[src/rtl/load_store_unit.sv]
`default_nettype none
// ============================================================================
// load_store_unit : byte-lane placing load/store unit with req/gnt/rvalid port
// Revision 1.0
// ============================================================================
module load_store_unit #(
  parameter int DM_ADDRESS = 9,
  parameter int DATA_W     = 32
) (
  input  logic                  clk,
  input  logic                  rst_n,
  input  logic                  MemRead,
  input  logic                  MemWrite,
  input  logic [2:0]            Funct3,
  input  logic [31:0]           addr,
  input  logic [DATA_W-1:0]     wd,
  output logic [DATA_W-1:0]     rd,
  output logic                  stall,
  output logic                  misaligned,
  output logic                  illegal,
  output logic                  mem_req,
  output logic                  mem_we,
  output logic [DM_ADDRESS-1:0] mem_addr,
  output logic [31:0]           mem_wdata,
  output logic [3:0]            mem_be,
  input  logic                  mem_gnt,
  input  logic                  mem_rvalid,
  input  logic [31:0]           mem_rdata
);

  typedef enum logic [1:0] {IDLE = 2'd0, REQ = 2'd1, WAIT_R = 2'd2, DONE = 2'd3} state_t;

  state_t                  state_q, state_d;
  logic [2:0]              f3_q, f3_d;
  logic [1:0]              off_q, off_d;
  logic [DATA_W-1:0]       rd_q, rd_d;
  logic                    mem_req_q, mem_req_d;
  logic                    mem_we_q, mem_we_d;
  logic [DM_ADDRESS-1:0]   mem_addr_q, mem_addr_d;
  logic [31:0]             mem_wdata_q, mem_wdata_d;
  logic [3:0]              mem_be_q, mem_be_d;
  logic                    misaligned_q, misaligned_d;
  logic                    illegal_q, illegal_d;

  logic                    req_any;
  logic                    bad_f3;
  logic                    bad_align;
  logic                    start;
  logic [31:0]             st_wdata;
  logic [3:0]              st_be;
  logic [31:0]             lane;
  logic                    unused_addr_hi;

  assign unused_addr_hi = ^addr[31:DM_ADDRESS];
  assign req_any        = MemRead | MemWrite;

  // Request decode: legality, alignment and store lane placement
  always_comb begin
    bad_f3    = 1'b0;
    bad_align = 1'b0;
    st_wdata  = wd[31:0];
    st_be     = 4'b1111;
    if (MemRead) bad_f3 = (Funct3 == 3'b011) || (Funct3[2:1] == 2'b11);
    else         bad_f3 = (Funct3 >= 3'b011);
    case (Funct3[1:0])
      2'b01:   bad_align = addr[0];
      2'b10:   bad_align = (addr[1:0] != 2'b00);
      default: bad_align = 1'b0;
    endcase
    case (Funct3[1:0])
      2'b00: begin
        st_wdata = {4{wd[7:0]}};
        st_be    = 4'b0001 << addr[1:0];
      end
      2'b01: begin
        st_wdata = {2{wd[15:0]}};
        st_be    = addr[1] ? 4'b1100 : 4'b0011;
      end
      default: begin
        st_wdata = wd[31:0];
        st_be    = 4'b1111;
      end
    endcase
  end

  assign start = (state_q == IDLE) && req_any && !bad_f3 && !bad_align;
  assign stall = rst_n & (start | (state_q == REQ) | (state_q == WAIT_R));
  assign lane  = mem_rdata >> {off_q, 3'b000};

  always_comb begin
    state_d      = state_q;
    f3_d         = f3_q;
    off_d        = off_q;
    rd_d         = rd_q;
    mem_req_d    = mem_req_q;
    mem_we_d     = mem_we_q;
    mem_addr_d   = mem_addr_q;
    mem_wdata_d  = mem_wdata_q;
    mem_be_d     = mem_be_q;
    misaligned_d = 1'b0;
    illegal_d    = 1'b0;
    case (state_q)
      IDLE: begin
        if (req_any) begin
          if (bad_f3) begin
            illegal_d = 1'b1;
          end else if (bad_align) begin
            misaligned_d = 1'b1;
          end else begin
            state_d     = REQ;
            f3_d        = Funct3;
            off_d       = addr[1:0];
            mem_req_d   = 1'b1;
            mem_we_d    = !MemRead;
            mem_addr_d  = {addr[DM_ADDRESS-1:2], 2'b00};
            mem_wdata_d = MemRead ? 32'h0 : st_wdata;
            mem_be_d    = MemRead ? 4'b1111 : st_be;
          end
        end
      end
      REQ: begin
        if (mem_gnt) begin
          mem_req_d = 1'b0;
          state_d   = mem_we_q ? DONE : WAIT_R;
        end
      end
      WAIT_R: begin
        if (mem_rvalid) begin
          case (f3_q)
            3'b000:  rd_d = {{24{lane[7]}}, lane[7:0]};
            3'b100:  rd_d = {24'h0, lane[7:0]};
            3'b001:  rd_d = {{16{lane[15]}}, lane[15:0]};
            3'b101:  rd_d = {16'h0, lane[15:0]};
            default: rd_d = mem_rdata;
          endcase
          state_d = DONE;
        end
      end
      default: state_d = IDLE;
    endcase
  end

  always_ff @(posedge clk or negedge rst_n) begin
    if (!rst_n) begin
      state_q      <= IDLE;
      f3_q         <= 3'b000;
      off_q        <= 2'b00;
      rd_q         <= '0;
      mem_req_q    <= 1'b0;
      mem_we_q     <= 1'b0;
      mem_addr_q   <= '0;
      mem_wdata_q  <= 32'h0;
      mem_be_q     <= 4'b0000;
      misaligned_q <= 1'b0;
      illegal_q    <= 1'b0;
    end else begin
      state_q      <= state_d;
      f3_q         <= f3_d;
      off_q        <= off_d;
      rd_q         <= rd_d;
      mem_req_q    <= mem_req_d;
      mem_we_q     <= mem_we_d;
      mem_addr_q   <= mem_addr_d;
      mem_wdata_q  <= mem_wdata_d;
      mem_be_q     <= mem_be_d;
      misaligned_q <= misaligned_d;
      illegal_q    <= illegal_d;
    end
  end

  assign rd         = rd_q;
  assign mem_req    = mem_req_q;
  assign mem_we     = mem_we_q;
  assign mem_addr   = mem_addr_q;
  assign mem_wdata  = mem_wdata_q;
  assign mem_be     = mem_be_q;
  assign misaligned = misaligned_q;
  assign illegal    = illegal_q;

endmodule
`default_nettype wire

[config.mk]
export PLATFORM = sky130hd
export DESIGN_NAME = load_store_unit
export DESIGN_NICKNAME = d
export VERILOG_FILES = /design/src/rtl/load_store_unit.sv
export SDC_FILE = /design/constraint.sdc
export NUM_CORES = 1
export LEC_CHECK = 0
export BUFFER_PORTS_ARGS = -buffer_cell sky130_fd_sc_hd__buf_2
export CAP_MARGIN = 20
export CORE_MARGIN = 3
export CORE_UTILIZATION = 52
export CTS_BUF_LIST = sky130_fd_sc_hd__clkbuf_16
export DETAILED_ROUTE_END_ITERATION = 8
export GPL_TIMING_DRIVEN = 0
export PLACE_DENSITY = 0.86
export RECOVER_POWER = 50
export SKIP_LAST_GASP = 1
export SYNTH_ARGS = -nofsm -noshare
export SYNTH_HDL_FRONTEND = slang
export SYNTH_SLANG_ARGS = --single-unit
[constraint.sdc]
create_clock -name clk -period 3.1 [get_ports clk]
set_input_delay 0.62 -clock clk [delete_from_list [all_inputs] [get_ports clk]]
set_output_delay 0.62 -clock clk [all_outputs]
set_load 0.005 [all_outputs]
# Yosys cells after proc, flatten, opt, wreduce, memory -nomap -nowiden
# Cells that the tools add are included.
classes:
  order_cmp: 1
  n_eq_ne: 14
  n_shift: 2
  muxes: 27
  n_bitwise: 6
  reduce_logical: 16
ops:
  columns: ["op", "count"]
  rows:
  - ["one-hot mux 32 bit (4 select lines)", 1]
  - ["one-hot mux 32 bit (2 select lines)", 1]
  - ["two-way mux 32 bit", 1]
  - [">> shifter 32 x 5 -> 16 bit", 1]
  - ["two-way mux 1 bit", 13]
  - ["two-way mux 2 bit", 5]
  - ["!= test 2 bit (second input constant)", 5]
  - ["AND reduction 5 bit", 2]
  - ["two-way mux 4 bit", 2]
  - ["one-hot mux 4 bit (2 select lines)", 1]
  - ["equality test 2 bit (second input constant)", 3]
  - ["equality test 3 bit (second input constant)", 2]
  - ["one-hot mux 2 bit (3 select lines)", 1]
  - ["equality test 2 x 1 -> 1 bit (second input constant)", 2]
  - ["logical NOT 2 bit", 2]
  - ["one-hot mux 1 bit (2 select lines)", 2]
  - ["AND reduction 4 bit", 1]
  - ["nonzero test 2 bit", 2]
  - ["left shift 1 x 2 -> 4 bit (first input constant)", 1]
  - ["equality test 3 x 1 -> 1 bit (second input constant)", 1]
  - ["equality test 3 x 2 -> 1 bit (second input constant)", 1]
  - ["greater-or-equal comparator 3 x 2 -> 1 bit (second input constant)", 1]
  - ["logical AND 1 bit", 3]
  - ["logical NOT 1 bit", 3]
  - ["6 further kinds", 9]
totals:
  reg_bits: 86
  word_cells: 77

# Depth between registers and ports, before layout
# Gate-level depths: netlist of run 1.
logic_depth:
  depth_word: 9
  depth_mapped: 9
  mapped_depth_nobuf: 7

# Worst setup path before layout of run 1
# No wires, ideal clock.
synth_path:
  path_type: "input port to output port"
  start: "input port Funct3[0]"
  end: "output port stall"
  t_arrival_ps: 1966
  slack_ps: 514
  path_stages: 6
  path_buffers: 1
  path_cell_list: "ha_1 > or3b_4 > a21oi_4 > o211ai_2 > clkbuf_1 > a21boi_0"
synth_between:
  elab_chain_cells: 9
  elab_cells_between_ends: 14
  classes_between: "order compare: 1; eq/ne: 3; mux: 2; bitwise: 3; reduce/logical: 5"
synth_rtl:
  columns: ["item", "line_no", "text"]
  rows:
  - ["from (decl)", "14", "input logic [2:0] Funct3,"]
  - ["branches (longest 5 deep; another with greater-or-equal comparator 3 x 2 -> 1 bit)", null, null]
  - ["logical AND 1 bit (*)", "86", "assign start = (state_q == IDLE) && req_any && !bad_f3 && !bad_align;"]
  - ["bitwise OR 1 bit (*) (2 in series)", "87", "assign stall = rst_n & (start | (state_q == REQ) | (state_q == WAIT_R));"]
  - ["AND 1 bit (*)", "87", null]
  - ["to (decl)", "18", "output logic stall,"]
# Mark *: on every way between the ends.

# Worst setup path in the final report of run 1
layout_path:
  start: "input port Funct3[1]"
  end: "output port stall"
layout_between:
  elab_chain_cells: 9
  elab_cells_between_ends: 15
  classes_between: "order compare: 1; eq/ne: 4; mux: 2; bitwise: 3; reduce/logical: 5"
layout_rtl:
  columns: ["item", "line_no"]
  rows:
  - ["branches (longest 5 deep; another with greater-or-equal comparator 3 x 2 -> 1 bit)", null]
  - ["logical AND 1 bit (*)", "86"]
  - ["bitwise OR 1 bit (*) (2 in series)", "87"]
  - ["AND 1 bit (*)", "87"]
# Marked as above.

==> flow_metrics.env, run 1 <==
export IMPL_yosysSeqAreaShare=0.495
export IMPL_final_nets=750
export IMPL_cp_endpoint="stall"
export IMPL_clock_skew_ns=0.00495
export IMPL_area_delta_synth_final_pct=28.1
export IMPL_hp_class="primary input to async pin"
export IMPL_path_clk_slew_ns=0.06
export IMPL_synth_xor_area_frac=0
export IMPL_status="completed"
export IMPL_grt_pass1_wl_um=21200
export IMPL_grt_pass1_vias=4289
export IMPL_layout_common_cells="152 x buf_2, 86 x dfrtp_1, 85 x nand2_1"
export IMPL_synth_area_leader_cell="dfrtp_1"
export IMPL_synth_top_family_by_area="compound AO/OA/AOI/OAI gates"
export IMPL_drt_iter0_markers=273
export IMPL_rows=32
export IMPL_track_usage=0.276
export IMPL_relSlewSlack=0.571
export IMPL_crit_chain="buf_2, inv_1, ha_1, o211a_1, a31oi_2, o211ai_2, a21boi_0, buf_2"
export IMPL_fin_tns_setup_ns=0
export IMPL_leakagePower_uw=0.00281
export IMPL_arrival_ns=2.34
export IMPL_vdd_ir_drop_max_mv=0.392
export IMPL_io_buffer_count=161
export IMPL_required_ns=2.48
export IMPL_crit_path_end_kind="output port"
export IMPL_slew_violations=0
export IMPL_yosys_warnings=0
export IMPL_n_antenna_cell=0
export IMPL_start_util=0.548
export IMPL_drc=0
export IMPL_synth_seq_cells=86
export IMPL_syn_inst=464
export IMPL_synthAdderAreaFrac=0.0230
export IMPL_syn_area_mm2=0.00435
export IMPL_worst_path_buf_inv=3
export IMPL_critPathKind="primary input to output port"
export IMPL_avgSynthCellArea_um2=9.37
export IMPL_critPathMostFrequentCell="buf_2"
export IMPL_critical_path_top_delay_family="compound AO/OA/AOI/OAI gates"
export IMPL_ant_nets=0
export IMPL_coreArea_mm2=0.00793
export IMPL_critPathLaunchType="primary input"
export IMPL_hold_violations=0
export IMPL_vias=4342
export IMPL_synthDominantCellAreaShare=0.495
export IMPL_clockBufferDepth=2
export IMPL_clk_insertion_delay_late_ns=0.33
export IMPL_setup_violations=0
export IMPL_final_common_cell="buf_2"
export IMPL_reg2reg_from="state_q[0]"
export IMPL_period_minus_slack_ns=2.96
export IMPL_overflow=0
export IMPL_cts_buffers=9
export IMPL_synth_cell_types=41
export IMPL_placedCellCount=729
export IMPL_cp_slowest_cell="o211ai_2"
export IMPL_cp_max_fo=17
export IMPL_grt_max_degree=63
export IMPL_cp_depth=8
export IMPL_cts_max_level=3
export IMPL_root_buffer="clkbuf_16"
export IMPL_dr_pass1_iters=5
export IMPL_antenna_found_initial=0
export IMPL_die_h_um=97.4
export IMPL_drt_total_wl_um=12900
export IMPL_fmax_mhz=338
export IMPL_dieArea_mm2=0.00949
export IMPL_wire_per_inst_um=17.4
export IMPL_power_density_mw_per_mm2=893
export IMPL_cap_violations=0
export IMPL_drive_gt1_frac=0.296
export IMPL_synth_compound_area_frac=0.185
export IMPL_dp_hpwl_um=9950
export IMPL_cts_tree="yes"
export IMPL_rr_worst_depth=7
export IMPL_place_gp_congestion=0.891
export IMPL_worst_slew_pin_slew_ns=0.644
export IMPL_critPathLaunch="Funct3[1]"
export IMPL_fin_crit_sh=0.954
export IMPL_r2r_end="mem_wdata[29]"
export IMPL_synth_area_leaders="dfrtp_1 50%, nand2_1 7.3%, o21ai_0 5.8%"
export IMPL_synthMuxAreaShare=0.0800
export IMPL_vias_per_cell=5.84
export IMPL_r2r_setup_slack_ns=1.12
export IMPL_postCtsSetupBuffers=0
export IMPL_synth_simple_area_share=0.168
export IMPL_instances_no_fill=744
export IMPL_io_pins=187
export IMPL_rsz0062_at_grt="no"
export IMPL_cpPeakStageDelay_ns=0.33
export IMPL_numClockSinks=86
export IMPL_fp_dieW_um=97.4
## cell usage after synthesis
cell type,count
o21ai_0,50
clkinv_1,1
a31oi_1,1
nand3_1,33
a21oi_4,1
o21a_1,1
conb_1,1
a22o_1,1
nand3b_1,1
nor3b_1,8
and2_1,1
nand2b_1,9
o22ai_1,7
a21oi_1,18
a21boi_0,1
clkbuf_1,29
o211ai_2,1
o211a_1,1
a22oi_1,8
mux2i_1,19
a221oi_1,7
mux2_2,12
nor3_1,3
or3b_4,1
o21ai_2,1
o31ai_1,24
o2bb2ai_1,1
nor2b_1,3
or4_1,1
inv_1,8
a211oi_1,2
dfrtp_1,86
buf_6,1
buf_2,6
ha_1,8
o311ai_0,1
a222oi_1,1
mux4_2,1
buf_4,3
nor2_1,17
nand2_1,85
## state kept, by name, summed over array words and instances, names as in the netlist
signal / cells
f3_q: 3
mem_we: 1
state_q: 2
illegal: 1
rd: 32
mem_be: 4
mem_wdata: 32
mem_addr: 7
off_q: 2
misaligned: 1
mem_req: 1
## power by group
| part | internal (µW) | switching (µW) | leakage (µW) |
|---|---|---|---|
| logic | 899 | 1190 | 0.00158 |
| registers | 1620 | 272 | 0.00109 |
| clock network | 537 | 449 | 0.000134 |
## worst register-to-register path, stage by stage, from the launching register on
cell      delay, ns
dfrtp_1        0.41
inv_1          0.10
ha_1           0.29
o211ai_2       0.34
buf_2          0.32
buf_2          0.22
nand2_1        0.09
o31ai_1        0.06
## area by class of cell
cell class                 instances  area [µm²]
multi-input combinational        331        2000
sequential                        86        2150
fill                             646        2360
inverter                           9        33.8
timing repair buffer             162         818
clock inverter                     7        42.5
clock buffer                       9         225
buffer                            38         169
tap                              102         128
## routing by layer
layer	vias to the layer above	global-route usage	wire (µm)
li1	1988	-	-
met1	2014	0.356	4770
met2	298	0.449	6190
met3	42	0.0581	1550
met4	0	0.125	421
met5	-	0	0
## cells by family after synthesis
kind of cell / Yosys count
muxes: 32
adders and majority gates: 8
AOI/OAI and AO/OA: 127
and+or+nand+nor: 162
buffers and inverters: 48
other: 1
DFF: 86
## stage by stage
step                      hold WS [ns]  cell area [µm²]   util  power, µW  setup slack, ns
after CTS                        0.203             5590  0.705       4990           0.0159
after global routing             0.215             5570  0.702       5320           0.0211
final                            0.195             5570  0.702       4970            0.143
after global placement           0.455             5280  0.667       3900          -0.0332
after detailed placement         0.465             5310  0.670       4010          -0.0671
after floorplan                  0.324             4350      -       3080            0.514
## repair_timing
| action | in CTS | in global routing |
|---|---|---|
| resized for setup | 1 | 0 |
| endpoints found under the setup margin | 1 | 1 |
| pin swaps | 0 | 0 |
| hold buffers | 0 | 0 |
## worst min path at each step
stage	from	to	slack, ns	cells past startpoint
after floorplan	rst_n	f3_q[0]	0.32	0
after global placement	mem_wdata[8]	mem_wdata[8]	0.46	2
after detailed placement	mem_wdata[22]	mem_wdata[22]	0.46	2
after CTS	rst_n	rd[5]	0.20	1
after global routing	rst_n	rd[5]	0.22	1
final	rst_n	rd[5]	0.20	1
Note: power is estimated with default switching activity, not from simulation.
==> run 2, diff against run 1 <==
Settings changed: ABC_AREA from default to 1, CORE_UTILIZATION 52 to 53.
==> flow_metrics.env, run 2 <==
export IMPL_synth_flop_cell="dfrtp_1"
export IMPL_placedCellCount=960
export IMPL_vdd_ir_drop_max_mv=0.489
export IMPL_hp_class="primary input to async pin"
export IMPL_dieArea_mm2=0.0104
export IMPL_dr_pass1_iters=6
export IMPL_cap_violations=0
export IMPL_leakagePower_uw=0.00346
export IMPL_regArea_mm2=0.00215
export IMPL_grt_max_degree=62
export IMPL_pwr_share_clk=0.202
export IMPL_dp_hpwl_um=10700
export IMPL_layout_common_cells="263 x nand2_1, 150 x buf_2, 86 x dfrtp_1"
export IMPL_fin_area_mm2=0.00612
export IMPL_critPathLaunchType="primary input"
export IMPL_avgSynthCellArea_um2=7.04
export IMPL_status="completed"
export IMPL_combPwrFrac=0.449
export IMPL_pre_cts_ws_ns=0.374
export IMPL_setup_violations=0
export IMPL_drc=0
export IMPL_cts_buffers=9
export IMPL_synth_area_leaders="dfrtp_1 44%, nand2_1 20%, nand3_1 7.4%"
export IMPL_synth_common_cells="263 x nand2_1, 86 x dfrtp_1, 72 x nand3_1"
export IMPL_fin_tns_setup_ns=0
export IMPL_crit_chain="buf_2, inv_1, ha_1, o21a_1, nand2_1, nand2_2, buf_6, a21boi_0, buf_2"
export IMPL_rows=34
export IMPL_path_clk_slew_ns=0.07
export IMPL_grt_pass1_wl_um=22900
export IMPL_numClockSinks=86
export IMPL_synth_edf_count=0
export IMPL_root_buffer="clkbuf_16"
export IMPL_instances_no_fill=976
export IMPL_syn_inst=690
export IMPL_wire_per_inst_um=14.6
export IMPL_yosys_warnings=0
export IMPL_hold_buffers=0
export IMPL_final_common_cell="nand2_1"
export IMPL_power_density_mw_per_mm2=920
export IMPL_synthDominantCellAreaShare=0.443
export IMPL_synth_area_leader_cell="dfrtp_1"
export IMPL_fmax_mhz=364
export IMPL_clock_skew_ns=0.0110
export IMPL_fin_crit_sh=0.886
export IMPL_crit_path_end_kind="output port"
export IMPL_cpPeakStageDelay_ns=0.23
export IMPL_arrival_ns=2.13
export IMPL_setup_slack_ns=0.353
export IMPL_required_ns=2.48
export IMPL_area_delta_synth_final_pct=26.0
export IMPL_critPathKind="primary input to output port"
export IMPL_start_util=0.552
export IMPL_multi_input_area_mm2=0.00227
export IMPL_synth_cell_types=27
export IMPL_postCtsSetupBuffers=0
export IMPL_drt_total_wl_um=14200
export IMPL_overflow=0
export IMPL_placed_area_mm2=0.00583
export IMPL_vias_per_cell=5.34
export IMPL_drive_gt1_frac=0.230
export IMPL_coreArea_mm2=0.00881
export IMPL_switching_share=0.397
export IMPL_cts_tree="yes"
export IMPL_vias=5208
export IMPL_drt_iter0_markers=286
export IMPL_syn_area_mm2=0.00486
export IMPL_rsz0062_at_grt="no"
export IMPL_io_pins=187
export IMPL_place_gp_congestion=0.965
export IMPL_die_h_um=102
export IMPL_worst_slew_pin_slew_ns=0.566
export IMPL_io_buffer_count=160
export IMPL_critPathMostFrequentCell="buf_2"
export IMPL_period_minus_slack_ns=2.75
export IMPL_cp_max_fo=10
export IMPL_synth_async_reset_ratio=1.00
export IMPL_finalCoreUtilization=0.695
export IMPL_clk_insertion_delay_late_ns=0.33
export IMPL_final_nets=976
export IMPL_p_int_uw=3390
export IMPL_track_usage=0.278
export IMPL_cp_slowest_cell="nand2_1"
export IMPL_relSlewSlack=0.620
export IMPL_ant_nets=0
export IMPL_grt_pass1_vias=4985
export IMPL_fp_dieW_um=102
export IMPL_clockBufferDepth=2
export IMPL_yosysSeqAreaShare=0.443
export IMPL_n_fill_cell=732
export IMPL_worst_path_buf_inv=4
export IMPL_synth_seq_cells=86
export IMPL_critical_path_top_delay_family="buffers and inverters"
export IMPL_cts_resized=0
export IMPL_hold_violations=0
export IMPL_slew_violations=0
export IMPL_cts_max_level=3
export IMPL_synth_most_common_cell="nand2_1"
export IMPL_antenna_found_initial=0
export IMPL_seqPwrFrac=0.349
export IMPL_n_antenna_cell=0
export IMPL_p_sw_uw=2240
[run 2: area by class of cell]
| class | count | area share |
|---|---|---|
| multi-input cells | 506 | 0.371 |
| flip-flops and latches | 86 | 0.352 |
| repair buffers | 161 | 0.132 |
| clock buffers | 9 | 0.0368 |
| plain buffers | 42 | 0.0368 |
| inverters | 57 | 0.0350 |
| well taps | 108 | 0.0221 |
| clock inverters | 7 | 0.0143 |
[run 2: worst paths after layout]
check	startpoint	depth (start not counted)	slack, ns	endpoint
setup reg to reg	state_q[0]	8	1.12	rd[12]
min in group clk	mem_req	2	0.47	mem_req
hold reg to reg	mem_req	2	0.47	mem_req
setup / recovery	Funct3[1]	9	0.35	stall
max in group asynchronous	rst_n	2	2.27	f3_q[2]
hold / removal	rst_n	1	0.19	rd[5]
[run 2: worst reg2reg max path: stages (launching register included)]
cell	delay, ns
dfrtp_1	0.40
inv_1	0.08
ha_1	0.24
nand2_1	0.12
clkbuf_1	0.37
buf_1	0.44
a21oi_1	0.08
nand2_1	0.10
nand2_1	0.05
[run 2: power groups by stage]
stage,registers (µW),logic (µW),clock network (µW)
2_1_floorplan,1980,1510,0
3_3_place_gp,1950,2450,0
3_5_place_dp,1960,2530,0
4_1_cts,1960,2560,1150
5_1_grt,2020,2870,1200
6_report,1970,2530,1140
[run 2: logic make-up (layout without fill, tap and decap cells)]
kind of cell | Yosys count | after routing | synth area share
AND/OR/NAND/NOR | 393 | 393 | 0.338
AO/OA/AOI/OAI | 103 | 103 | 0.108
buffers and inverters | 99 | 276 | 0.0904
flip-flops | 86 | 86 | 0.443
adder cells (fa/ha/maj) | 8 | 8 | 0.0206
other | 1 | 2 | 0.000772
[run 2: stage by stage]
stage / hold slack [ns] / total power, µW
after floorplan: 0.324 / 3490
after global placement: 0.452 / 4400
after detailed placement: 0.458 / 4490
after CTS: 0.207 / 5660
after global routing: 0.212 / 6090
final: 0.194 / 5630
[run 2: layer usage]
layer / global-route usage / part of all wire / up-vias / routed length, µm
li1: - / - / 2526 / -
met1: 0.350 / 0.40 / 2385 / 5750
met2: 0.465 / 0.48 / 267 / 6800
met3: 0.0840 / 0.10 / 30 / 1440
met4: 0.0808 / 0.017 / 0 / 248
met5: 0 / 0 / - / 0
==> run 3, diff against run 2 <==
Settings changed: BUFFER_PORTS_ARGS -buffer_cell sky130_fd_sc_hd__buf_2 to -buffer_cell sky130_fd_sc_hd__clkbuf_2.
==> flow_metrics.env, run 3 (same netlist as run 2, synthesis figures left out) <==
export IMPL_status="completed"
export IMPL_hp_class="primary input to async pin"
export IMPL_track_usage=0.279
export IMPL_leakagePower_uw=0.00346
export IMPL_critPathMostFrequentCell="clkbuf_2"
export IMPL_hold_violations=0
export IMPL_fin_total_pwr_uw=5530
export IMPL_path_clk_slew_ns=0.06
export IMPL_root_buffer="clkbuf_16"
export IMPL_fin_tns_setup_ns=0
export IMPL_coreArea_mm2=0.00881
export IMPL_clk_insertion_delay_late_ns=0.33
export IMPL_cts_tree="yes"
export IMPL_io_pins=187
export IMPL_final_nets=976
export IMPL_power_density_mw_per_mm2=909
export IMPL_drc=0
export IMPL_vdd_ir_drop_max_mv=0.489
export IMPL_layout_common_cells="263 x nand2_1, 140 x clkbuf_2, 86 x dfrtp_1"
export IMPL_critPathKind="primary input to output port"
export IMPL_clockBufferDepth=2
export IMPL_worst_slew_pin_slew_ns=0.615
export IMPL_seqPwrFrac=0.357
export IMPL_arrival_ns=2.11
export IMPL_fp_dieW_um=102
export IMPL_cpPeakStageDelay_ns=0.23
export IMPL_final_common_cell="nand2_1"
export IMPL_cp_slowest_cell="ha_1"
export IMPL_drive_gt1_frac=0.227
export IMPL_placedCellCount=960
export IMPL_antenna_found_initial=0
export IMPL_n_antenna_cell=0
export IMPL_cp_max_fo=10
export IMPL_fmax_mhz=366
export IMPL_dp_hpwl_um=10900
export IMPL_area_delta_synth_final_pct=25.3
export IMPL_clock_skew_ns=0.00737
export IMPL_slew_violations=0
export IMPL_ant_nets=0
export IMPL_required_ns=2.48
export IMPL_cts_buffers=9
export IMPL_start_util=0.552
export IMPL_relSlewSlack=0.587
export IMPL_place_gp_congestion=0.965
export IMPL_overflow=0
export IMPL_combPwrFrac=0.455
export IMPL_crit_chain="clkbuf_2, inv_1, ha_1, o21a_1, nand2_1, nand2_2, buf_6, a21boi_0, clkbuf_2"
export IMPL_io_buffer_count=160
export IMPL_grt_pass1_vias=5068
export IMPL_cap_violations=0
export IMPL_drt_iter0_markers=201
export IMPL_p_sw_uw=2230
export IMPL_vias_per_cell=5.29
export IMPL_dr_pass1_iters=6
export IMPL_cts_max_level=3
export IMPL_crit_path_end_kind="output port"
export IMPL_die_h_um=102
export IMPL_p_int_uw=3300
export IMPL_rows=34
export IMPL_critPathLaunchType="primary input"
export IMPL_fin_crit_sh=0.881
export IMPL_pwr_share_clk=0.188
export IMPL_dieArea_mm2=0.0104
export IMPL_grt_pass1_wl_um=23000
export IMPL_rsz0062_at_grt="no"
export IMPL_instances_no_fill=976
export IMPL_period_minus_slack_ns=2.73
export IMPL_numClockSinks=86
export IMPL_setup_slack_ns=0.368
export IMPL_pre_cts_ws_ns=0.388
export IMPL_hold_buffers=0
export IMPL_postCtsSetupBuffers=0
export IMPL_cts_resized=0
export IMPL_drt_total_wl_um=14100
export IMPL_vias=5166
export IMPL_setup_violations=0
export IMPL_grt_max_degree=62
export IMPL_switching_share=0.404
export IMPL_wire_per_inst_um=14.5
-- run 3: changes by cell type in the layout (fill, tap and decap cells not counted), moves of 2 or more --
cell      previous run  this run
inv_1               54        57
clkbuf_1            36        38
clkinv_2             0         2
clkinv_1             4         1
buf_2              150         8
clkbuf_2             1       140
-- run 3: layout make-up --
type                       instances  area [µm²]
buffer                            42         225
clock buffer                       9         225
clock inverter                     7        58.8
fill                             777        2720
inverter                          57         214
multi-input combinational        506        2270
sequential                        86        2150
tap                              108         135
timing repair buffer             161         806
-- run 3: final timing paths --
kind | from | end | slack (ns) | cells past startpoint
hold reg to reg | mem_req | mem_req | 0.48 | 2
hold / removal | rst_n | rd[5] | 0.24 | 1
max in group asynchronous | rst_n | f3_q[2] | 2.24 | 2
setup reg to reg | state_q[0] | rd[5] | 1.06 | 8
min in group clk | mem_req | mem_req | 0.48 | 2
setup / recovery | Funct3[1] | stall | 0.37 | 9
-- run 3: layer usage --
metal | global-route usage | vias up | wire [µm]
li1 | - | 2523 | -
met1 | 0.348 | 2388 | 5790
met3 | 0.0751 | 21 | 1240
met5 | 0 | - | 0
met2 | 0.479 | 234 | 6910
met4 | 0.0716 | 0 | 180
-- run 3: per-stage QoR --
step	cell area [µm²]	hold WS, ns	utilization
2_1_floorplan	4860	0.324	-
6_report	6090	0.236	0.691
5_1_grt	6090	0.258	0.691
3_3_place_gp	5800	0.455	0.659
4_1_cts	6110	0.242	0.694
3_5_place_dp	5830	0.464	0.662
-- run 3: worst max-delay path, delay by kind of cell --
kind            cells  cell delay (ns)
fa+ha+maj           1             0.23
simple gates        2             0.36
compound gates      2             0.37
buf+inv             4             0.53
-- run 3: power by group through the flow --
| stage | registers (µW) | logic [µW] | clock network, µW |
|---|---|---|---|
| 6_report | 1980 | 2520 | 1040 |
| 2_1_floorplan | 1980 | 1510 | 0 |
| 4_1_cts | 1970 | 2560 | 1060 |
| 3_3_place_gp | 1970 | 2460 | 0 |
| 5_1_grt | 2030 | 2870 | 1110 |
| 3_5_place_dp | 1980 | 2540 | 0 |
